--- src/rtl/pwd_entry_ctrl.sv ---
// pwd_entry_ctrl -- keypad-style password entry controller.
//
// Three active-low pushbuttons (enter digit, clear, submit) are synchronised
// and debounced. Their press events drive an FSM that collects digits,
// checks them against a stored password, shows GRANTED / DENIED, and locks
// out after MAX_TRIES consecutive failures. While GRANTED, the stored
// password can be reprogrammed.
//
// Ports
//   ref_clk_clk      sole clock, rising edge
//   ref_reset_reset  asynchronous reset, active low
//   key_n[2:0]       pushbuttons, active low: [0] enter, [1] clear, [2] submit
//   digit_in         digit value, sampled on an enter event
//   prog_en          submit while GRANTED stores a new password
//   entry_buf        entered digits, newest digit in the LSBs
//   entry_cnt        number of digits entered (0..NUM_DIGITS)
//   state            IDLE=0 ENTRY=1 CHECK=2 GRANTED=3 DENIED=4 LOCKED=5
//   granted/denied/locked  registered state decodes
//   fail_cnt         consecutive failed attempts
//   pwd_updated      one-cycle pulse when the password is reprogrammed
module pwd_entry_ctrl #(
   parameter int unsigned NUM_DIGITS      = 4,
   parameter int unsigned DIGIT_W         = 4,
   parameter logic [NUM_DIGITS*DIGIT_W-1:0] DEFAULT_PWD = 16'h1234,
   parameter int unsigned MAX_TRIES       = 3,
   parameter int unsigned DEBOUNCE_CYCLES = 500000,
   parameter int unsigned LOCK_CYCLES     = 250000000,
   parameter int unsigned SHOW_CYCLES     = 50000000
) (
   input  logic                          ref_clk_clk,
   input  logic                          ref_reset_reset,
   input  logic [2:0]                    key_n,
   input  logic [DIGIT_W-1:0]            digit_in,
   input  logic                          prog_en,
   output logic [NUM_DIGITS*DIGIT_W-1:0] entry_buf,
   output logic [3:0]                    entry_cnt,
   output logic [2:0]                    state,
   output logic                          granted,
   output logic                          denied,
   output logic                          locked,
   output logic [3:0]                    fail_cnt,
   output logic                          pwd_updated
);

   localparam int unsigned BUF_W   = NUM_DIGITS * DIGIT_W;
   localparam int unsigned DB_W    = $clog2(DEBOUNCE_CYCLES + 1);
   localparam int unsigned TMR_MAX = (LOCK_CYCLES > SHOW_CYCLES) ? LOCK_CYCLES : SHOW_CYCLES;
   localparam int unsigned TMR_W   = $clog2(TMR_MAX + 1);

   typedef enum logic [2:0] {
      S_IDLE    = 3'd0,
      S_ENTRY   = 3'd1,
      S_CHECK   = 3'd2,
      S_GRANTED = 3'd3,
      S_DENIED  = 3'd4,
      S_LOCKED  = 3'd5
   } state_t;

   // ---------------- key conditioning ----------------
   logic [2:0]      sync1, sync2, key_db, key_db_d;
   logic [DB_W-1:0] db_cnt [3];
   logic [2:0]      fall;
   logic            enter_ev, clear_ev, submit_ev;

   // A level is accepted only after DEBOUNCE_CYCLES consecutive samples that
   // differ from the current debounced level.
   always_ff @(posedge ref_clk_clk or negedge ref_reset_reset) begin
      if (!ref_reset_reset) begin
         sync1    <= '1;
         sync2    <= '1;
         key_db   <= '1;
         key_db_d <= '1;
         for (int unsigned i = 0; i < 3; i++) db_cnt[i] <= '0;
      end else begin
         sync1    <= key_n;
         sync2    <= sync1;
         key_db_d <= key_db;
         for (int unsigned i = 0; i < 3; i++) begin
            if (sync2[i] == key_db[i]) begin
               db_cnt[i] <= '0;
            end else if (db_cnt[i] == DB_W'(DEBOUNCE_CYCLES - 1)) begin
               key_db[i] <= sync2[i];
               db_cnt[i] <= '0;
            end else begin
               db_cnt[i] <= db_cnt[i] + 1'b1;
            end
         end
      end
   end

   assign fall      = key_db_d & ~key_db;
   assign clear_ev  = fall[1];
   assign submit_ev = fall[2] & ~fall[1];
   assign enter_ev  = fall[0] & ~fall[1] & ~fall[2];

   // ---------------- control FSM ----------------
   state_t             state_q, state_d;
   logic [BUF_W-1:0]   pwd, pwd_d, buf_d;
   logic [3:0]         cnt_d, fail_d;
   logic [TMR_W-1:0]   timer, tmr_d;
   logic               upd_d;
   logic               full;

   assign full  = (entry_cnt == 4'(NUM_DIGITS));
   assign state = state_q;

   always_ff @(posedge ref_clk_clk or negedge ref_reset_reset) begin
      if (!ref_reset_reset) begin
         state_q     <= S_IDLE;
         pwd         <= DEFAULT_PWD;
         entry_buf   <= '0;
         entry_cnt   <= '0;
         fail_cnt    <= '0;
         timer       <= '0;
         granted     <= 1'b0;
         denied      <= 1'b0;
         locked      <= 1'b0;
         pwd_updated <= 1'b0;
      end else begin
         state_q     <= state_d;
         pwd         <= pwd_d;
         entry_buf   <= buf_d;
         entry_cnt   <= cnt_d;
         fail_cnt    <= fail_d;
         timer       <= tmr_d;
         granted     <= (state_d == S_GRANTED);
         denied      <= (state_d == S_DENIED);
         locked      <= (state_d == S_LOCKED);
         pwd_updated <= upd_d;
      end
   end

   always_comb begin
      state_d = state_q;
      pwd_d   = pwd;
      buf_d   = entry_buf;
      cnt_d   = entry_cnt;
      fail_d  = fail_cnt;
      tmr_d   = timer;
      upd_d   = 1'b0;
      case (state_q)
         S_IDLE: state_d = S_ENTRY;
         S_ENTRY, S_GRANTED: begin
            // else-if chain enforces clear > submit > enter; a lower event
            // in the same cycle is dropped even when the higher one is ignored.
            if (clear_ev) begin
               buf_d   = '0;
               cnt_d   = '0;
               state_d = S_ENTRY;
            end else if (submit_ev) begin
               if (full) begin
                  if (state_q == S_ENTRY) begin
                     state_d = S_CHECK;
                  end else if (prog_en) begin
                     pwd_d = entry_buf;
                     upd_d = 1'b1;
                     buf_d = '0;
                     cnt_d = '0;
                  end
               end
            end else if (enter_ev && !full) begin
               buf_d = (entry_buf << DIGIT_W) | BUF_W'(digit_in);
               cnt_d = entry_cnt + 4'd1;
            end
         end
         S_CHECK: begin
            buf_d = '0;
            cnt_d = '0;
            if (entry_buf == pwd) begin
               state_d = S_GRANTED;
               fail_d  = '0;
            end else begin
               fail_d = fail_cnt + 4'd1;
               if (fail_d == 4'(MAX_TRIES)) begin
                  state_d = S_LOCKED;
                  tmr_d   = TMR_W'(LOCK_CYCLES);
               end else begin
                  state_d = S_DENIED;
                  tmr_d   = TMR_W'(SHOW_CYCLES);
               end
            end
         end
         S_DENIED, S_LOCKED: begin
            // Timer is loaded with the full duration on entry, so leaving as
            // it steps to zero gives exactly that many cycles in the state.
            if (timer <= TMR_W'(1)) begin
               tmr_d   = '0;
               state_d = S_ENTRY;
               if (state_q == S_LOCKED) fail_d = '0;
            end else begin
               tmr_d = timer - 1'b1;
            end
         end
         default: state_d = S_IDLE;
      endcase
   end

endmodule

--- config.mk ---
export PLATFORM = sky130hd
export DESIGN_NAME = pwd_entry_ctrl
export DESIGN_NICKNAME = d
export VERILOG_FILES = /design/src/rtl/pwd_entry_ctrl.sv
export SDC_FILE = /design/constraint.sdc
export NUM_CORES = 1
export LEC_CHECK = 0
export BUFFER_PORTS_ARGS = -buffer_cell sky130_fd_sc_hd__buf_2
export CAP_MARGIN = 20
export CORE_MARGIN = 4
export CORE_UTILIZATION = 45
export CTS_BUF_LIST = sky130_fd_sc_hd__clkbuf_2 sky130_fd_sc_hd__clkbuf_4 sky130_fd_sc_hd__clkbuf_8
export CTS_CLUSTER_DIAMETER = 150
export DETAILED_ROUTE_END_ITERATION = 8
export PLACE_DENSITY = 0.68
export SLEW_MARGIN = 10
export SYNTH_ARGS = -nofsm -noshare
export SYNTH_HDL_FRONTEND = slang
export SYNTH_SLANG_ARGS = --single-unit
--- constraint.sdc ---
create_clock -name ref_clk_clk -period 2.6 [get_ports ref_clk_clk]
set_clock_uncertainty 0.1 [all_clocks]
set_input_delay 0.52 -clock ref_clk_clk [delete_from_list [all_inputs] [get_ports ref_clk_clk]]
set_output_delay 0.52 -clock ref_clk_clk [all_outputs]
set_load 0.02 [all_outputs]
==> out/qor.txt, run 1 <==
Final period util - 91.64%
Data required, critical path - 2840 ps
CP bufs+invs - 0
# Max-Cap Violations - 0
critical path peak fanout - 7
clock buffer depth - 2
Post-synth EDFFs - 0
Comb power frac - 2.5%
Final nets - 756
I/O pins - 41
post-route setup TNS - 0 ps
Synth Flop Type - dfrtp_1
Crit path largest cell delay - 540 ps
CTS buffer count - 17
P_leak - 3.732 nW
Final Hold Vio Count - 0
final setup margin - 217.4 ps
part of the power in registers - 51.6%
worst relative slew slack - 50.56%
die area - 17320 µm²
gr busiest metal - met2
Yosys reg bits - 144
Int Pwr - 0.003504 W
placed inst area - 7388 µm²
switching share of power - 20.74%
Final GP Congestion - 0.8288
worst slew pin tran - 732.0 ps
Max Clk Rate - 419.7 MHz
Worst path slowest cell - or4_1
endpoints failing setup - 0
gr usage total - 17.41%
Post-CTS Setup Bufs - 0
antenna cells - 0
synthesized area per cell - 10.16 µm²
Initial Util - 46.61%
routed len/inst - 15.42 µm
post-synthesis async set-or-reset flop share - 100.0%
CTS tree - built
M1 GR Usage - 22.80%
area delta synth->final - 14.45%
DR vias/cell - 5.551
met3 Usage GRT - 4.320%
dpl hpwl - 9984 µm
NetSw - 0.0009169 W
Worst setup SP type - register
Post-Place Worst Slack - 185.8 ps
drt pass-1 iters - 7
power density over the cells - 561.7 nW/µm²
row count - 44
critical path class - reg -> reg
share of layout cells above drive strength 1 - 18.93%
Clock transition at path regs - 80 ps
Port Buf Inserts - 40
first-pass GRT wire length - 25110 µm
Data arrival, critical path - 2620 ps
die span in y - 131.6 µm
worst hold path type - in -> reg
Yosys warnings - 0
core area - 14750 µm²
vias in the first global route - 5326
Remaining Overflow, GRT - 0
clock root buffer - clkbuf_8
Slew Limit Fails - 0
outcome - finished clean
Die Width - 131.6 µm
Max H-tree Level - 4
gate count after technology mapping - 677
Clock Power Share - 45.9%
VDD IR max - 0.3512 mV
grt met2 use - 27.19%
Starting DRT DRC Count - 298
Netlist cell types - 59
worst skew pair latency - 450 ps
cells along the critical path - nor4_2, nand4_1, or4_1, nor2_2, a31oi_1, a211o_1
antenna-violating nets left - 0
initial antenna violation count - 0
CP endpoint kind - register
Post-Syn Area - 6877 µm²
Top Family by Delay on Critical Path - simple AND/OR/NAND/NOR gates
largest net degree at the start of global routing - 71
Min Clock Period, post-route - 2383 ps
DRC Markers - 0
Vias - 5185
Syn Nets - 696
# clock sinks - 144
RSZ-0062 raised after global routing - false
register area share after synthesis - 52.71%
fin area - 7870 µm²
DRT Wirelength - 14400 µm
synth_stat cells (17+ instances only):
| library cell | instances | area share, % |
|---|---|---|
| nand3_1 | 35 | 2.5 |
| inv_1 | 25 | 1.4 |
| a21oi_1 | 27 | 2.0 |
| dfstp_2 | 17 | 6.5 |
| a22o_1 | 17 | 2.2 |
| xor2_1 | 43 | 5.5 |
| dfrtp_1 | 127 | 46 |
| nor2_1 | 97 | 5.3 |
| nor3_1 | 18 | 1.3 |
| nand2_1 | 57 | 3.1 |
| xnor2_1 | 30 | 3.8 |
| mux2_2 | 18 | 2.9 |
registers in the layout, indices dropped and copies added, names as in the netlist:
name         count
entry_buf       16
db_cnt          57
pwd             16
state            3
granted          1
denied           1
pwd_updated      1
locked           1
entry_cnt        4
key_db_d         3
fail_cnt         4
sync1            3
timer           28
key_db           3
sync2            3
final timing paths:
path                                 start     endpoint  slack (ps)  cells after the start
max                              timer[12]  fail_cnt[2]         220                      6
min                               key_n[2]     sync1[2]          60                      1
max reg2reg                      timer[12]  fail_cnt[2]         220                      6
min reg2reg                       sync1[1]     sync2[1]         250                      0
max in group asynchronous  ref_reset_reset       pwd[5]        1150                      3
min in group asynchronous  ref_reset_reset   db_cnt[19]         440                      2
cells in the final DEF (no fill, tap or decap), drive strengths merged, types with 19 or more instances in the layout:
cell type,count
dfrtp,127
nor2,98
buf,60
nand2,57
xor2,43
nand3,35
xnor2,30
a21oi,27
inv,25
clkbuf,21
nor3,19
logic make-up (layout without fill, tap and decap cells):
kind of cell             count (synthesis)  in the layout  share of synthesized area (%)
AO/OA/AOI/OAI                          108            108                          10.94
XOR/XNOR                                73             73                          9.298
adder cells (fa/ha/maj)                  9              9                          1.638
buffers and inverters                   45            118                          2.638
flip-flops                             144            144                          52.71
multiplexers                            18             18                          2.948
AND/OR/NAND/NOR                        280            280                          19.83
layout make-up:
class	count	area, µm²
repair buffers	61	379.1
flip-flops and latches	144	3625
well taps	184	230.2
clock buffers	21	276.5
multi-input cells	488	3079
inverters	25	93.84
clock inverters	11	186.4
fillers	1283	6884
per-layer routing:
layer | part of all wire [%] | vias up
li1 | - | 2482
met1 | 45 | 2524
met2 | 47 | 138
met3 | 4.9 | 41
met4 | 2.9 | 0
met5 | 0 | -
power groups by stage:
stage / combinational, W / sequential (W) / clock (W)
after floorplan: 0.0000415 / 0.00232 / 0
after global placement: 0.000112 / 0.00232 / 0
after detailed placement: 0.000114 / 0.00232 / 0
after CTS: 0.000116 / 0.00228 / 0.00208
after global routing: 0.000131 / 0.00228 / 0.00217
final: 0.000111 / 0.00228 / 0.00203
metrics by stage:
step                std cells  hold WS, ps  util (%)  total power (W)
finish                    934        60.90     53.34         0.004420
global route              934        35.87     53.34         0.004587
CTS                       934        28.23     53.28         0.004474
detailed placement        901        250.0     50.08         0.002437
global placement          901        247.6     50.08         0.002434
floorplan                 677        124.4         -         0.002366
timing repair:
action | in CTS | in global routing
hold buffers | 1 | 0
gates resized for setup | 0 | 3
endpoints found under the hold margin | 33 | 0
setup endpoints to repair | 0 | 4
No activity file was read; power rests on OpenSTA's default activity.
==> run 2: changes to the inputs <==
--- a/config.mk
+++ b/config.mk
@@ -11,8 +11,10 @@
 export CORE_UTILIZATION = 45
 export CTS_BUF_LIST = sky130_fd_sc_hd__clkbuf_2 sky130_fd_sc_hd__clkbuf_4 sky130_fd_sc_hd__clkbuf_8
 export CTS_CLUSTER_DIAMETER = 150
+export CTS_CLUSTER_SIZE = 25
 export DETAILED_ROUTE_END_ITERATION = 8
-export PLACE_DENSITY = 0.68
+export PLACE_DENSITY = 0.7
+export RECOVER_POWER = 100
 export SLEW_MARGIN = 10
 export SYNTH_ARGS = -nofsm -noshare
 export SYNTH_HDL_FRONTEND = slang
==> constraint.sdc (replaced) <==
create_clock -name ref_clk_clk -period 2.1 [get_ports ref_clk_clk]
set_clock_uncertainty 0.1 [all_clocks]
set_input_delay 0.42 -clock ref_clk_clk [delete_from_list [all_inputs] [get_ports ref_clk_clk]]
set_output_delay 0.42 -clock ref_clk_clk [all_outputs]
set_load 0.02 [all_outputs]
==> run 2 against run 1 <==
Net effect:
- the run now ends with negative setup slack left
- global-route usage grew 1.3 points
- cell area up 13%
- die area stayed put
- utilization grew 7.0 points
- combinational power is 43% higher
- highest routed layer unchanged
==> out/qor.txt, run 2 (synthesized netlist as in run 1, its figures left out) <==
Vias - 5683 (+9.6%)
endpoints failing setup - 39 (+39)
gr busiest metal - met2
Min Clock Period, post-route - 2326 ps (-57.12 ps)
Final nets - 833 (+10%)
# Max-Cap Violations - 0 (unchanged)
Crit. Startpoint - timer[14]
clock buffer depth - 2 (unchanged)
die area - 17320 µm² (unchanged)
outcome - complete, but fails checks
Fill cells - 1204 (-6.2%)
share of layout cells above drive strength 1 - 29.14% (+10 points)
final setup margin - -225.5 ps (-442.9 ps)
CTS buffer count - 17 (unchanged)
cells along the critical path - nor4_4, nand4_1, or4_4, o21ai_4, buf_6, a21oi_1, a21o_1
Final GP Congestion - 0.8510 (+2.7%)
Data arrival, critical path - 2570 ps (-50 ps)
CTS tree - built
Worst setup SP type - register
post-route setup TNS - -4331 ps (-4331 ps)
DRT Wirelength - 16710 µm (+16%)
number of flip-flops under the largest register name - 57 (unchanged)
Clock transition at path regs - 90 ps (about the same)
antenna cells - 0 (unchanged)
critical path class - reg -> reg
Hold Crit Start - digit_in[2]
WHS Path Cells - 2 (+1)
worst hold slack - 77.05 ps (+16.15 ps)
vias in the first global route - 5632 (+5.7%)
row count - 44 (unchanged)
critical path peak fanout - 5 (-2)
commonest non-fill, non-tap cell in the layout - dfrtp_1
met3 Usage GRT - 3.937% (-0.38 points)
clock root buffer - clkbuf_8
core area - 14750 µm² (unchanged)
Die Width - 131.6 µm (unchanged)
Data required, critical path - 2350 ps (-490 ps)
failing checks - negative setup slack
worst r2r dst - timer[11]
RSZ-0062 raised after global routing - true
Initial Util - 46.61% (unchanged)
R2R Path Start - timer[14]
# clock sinks - 144 (unchanged)
VDD IR max - 0.6202 mV (+77%)
Reg2Reg Setup Slack - -230 ps (-440 ps)
Max H-tree Level - 4 (unchanged)
worst relative slew slack - 31.79% (-19 points)
I/O pins - 41 (unchanged)
drt pass-1 iters - 5 (-2)
largest net degree at the start of global routing - 53 (-25%)
initial antenna violation count - 0 (unchanged)
most frequent cells in the layout - dfrtp_1, nor2_1, buf_4, nand2_1, xor2_1
top flop regs - db_cnt: 57 flops, timer: 28 flops
gr usage total - 18.73% (+1.3 points)
M1 GR Usage - 23.36% (+0.56 points)
grt met2 use - 31.46% (+4.3 points)
Top reg by flops - db_cnt
die span in y - 131.6 µm (unchanged)
Top Family by Delay on Critical Path - simple AND/OR/NAND/NOR gates
antenna-violating nets left - 0 (unchanged)
P_leak - 4.096 nW (+9.8%)
routed len/inst - 16.53 µm (+7.2%)
Worst path slowest cell - or4_4
worst hold path type - in -> reg
Final period util - 110.7% (+19 points)
Reg2Reg Depth - 7 (+1)
CP bufs+invs - 1 (+1)
DRC Markers - 0 (unchanged)
area delta synth->final - 29.46%
Slew Limit Fails - 0 (unchanged)
Starting DRT DRC Count - 420 (+41%)
power density over the cells - 595.4 nW/µm² (+6.0%)
Post-Place Worst Slack - -271.5 ps (-457.2 ps)
Critical Path End - timer[11]
CP endpoint kind - register
Crit path largest cell delay - 530 ps (about the same)
Crit path depth - 7 (+1)
dpl hpwl - 10800 µm (+8.2%)
Port Buf Inserts - 40 (unchanged)
Max Clk Rate - 430.0 MHz (+2.5%)
Remaining Overflow, GRT - 0 (unchanged)
first-pass GRT wire length - 26850 µm (+6.9%)
DR vias/cell - 5.621 (+1.3%)
Final Hold Vio Count - 0 (unchanged)
worst slew pin tran - 1023 ps (+291.2 ps)
worst skew pair latency - 450 ps (about the same)
## run 2: routing by layer
| metal | share of wire (%) | wire [µm] |
|---|---|---|
| met1 | 43 | 7168 |
| met2 | 50 | 8431 |
| met3 | 3.8 | 630 |
| met4 | 2.9 | 478 |
| met5 | 0 | 0 |
## run 2: repair_timing
| item | in CTS | in global routing |
|---|---|---|
| buffers inserted | 1 | 10 |
| hold buffers | 4 | 0 |
| endpoints found under the setup margin | 36 | 80 |
| gates cloned | 1 | 7 |
| endpoints found under the hold margin | 33 | 0 |
| gates resized for setup | 24 | 78 |
| pin swaps | 4 | 16 |
## run 2: metrics by stage
stage | total power [W] | cell area [µm²] | cells | util, %
2_1_floorplan | 0.002929 | 6997 | 677 | -
3_3_place_gp | 0.003026 | 7960 | 957 | 53.95
3_5_place_dp | 0.003033 | 7960 | 957 | 53.95
4_1_cts | 0.005369 | 8517 | 995 | 57.73
5_1_grt | 0.005510 | 8902 | 1011 | 60.34
6_report | 0.005301 | 8902 | 1011 | 60.34
## run 2: cell type report
class / count / area, µm² / share of cell area (%)
flip-flops and latches: 144 / 3627 / 40.74
multi-input cells: 491 / 3533 / 39.69
repair buffers: 135 / 998.5 / 11.22
clock buffers: 19 / 255.2 / 2.867
well taps: 184 / 230.2 / 2.586
clock inverters: 13 / 163.9 / 1.841
inverters: 25 / 93.84 / 1.054
## run 2: how the worst min path moves through the flow
stage | slack (ps) | to
floorplan | 20 | db_cnt[0]
detailed placement | 250 | sync2[2]
CTS | 40 | entry_buf[2]
global route | 60 | entry_buf[2]
global placement | 250 | sync2[2]
finish | 80 | entry_buf[2]
## run 2: where the power goes
part	internal (W)	switching, W	total, W	leakage (nW)
combinational	0.0000501	0.000109	0.000159	1.96
sequential	0.00280	0.0000210	0.00282	1.92
clock	0.00122	0.00110	0.00232	0.209
total	0.00407	0.00123	0.00530	4.10
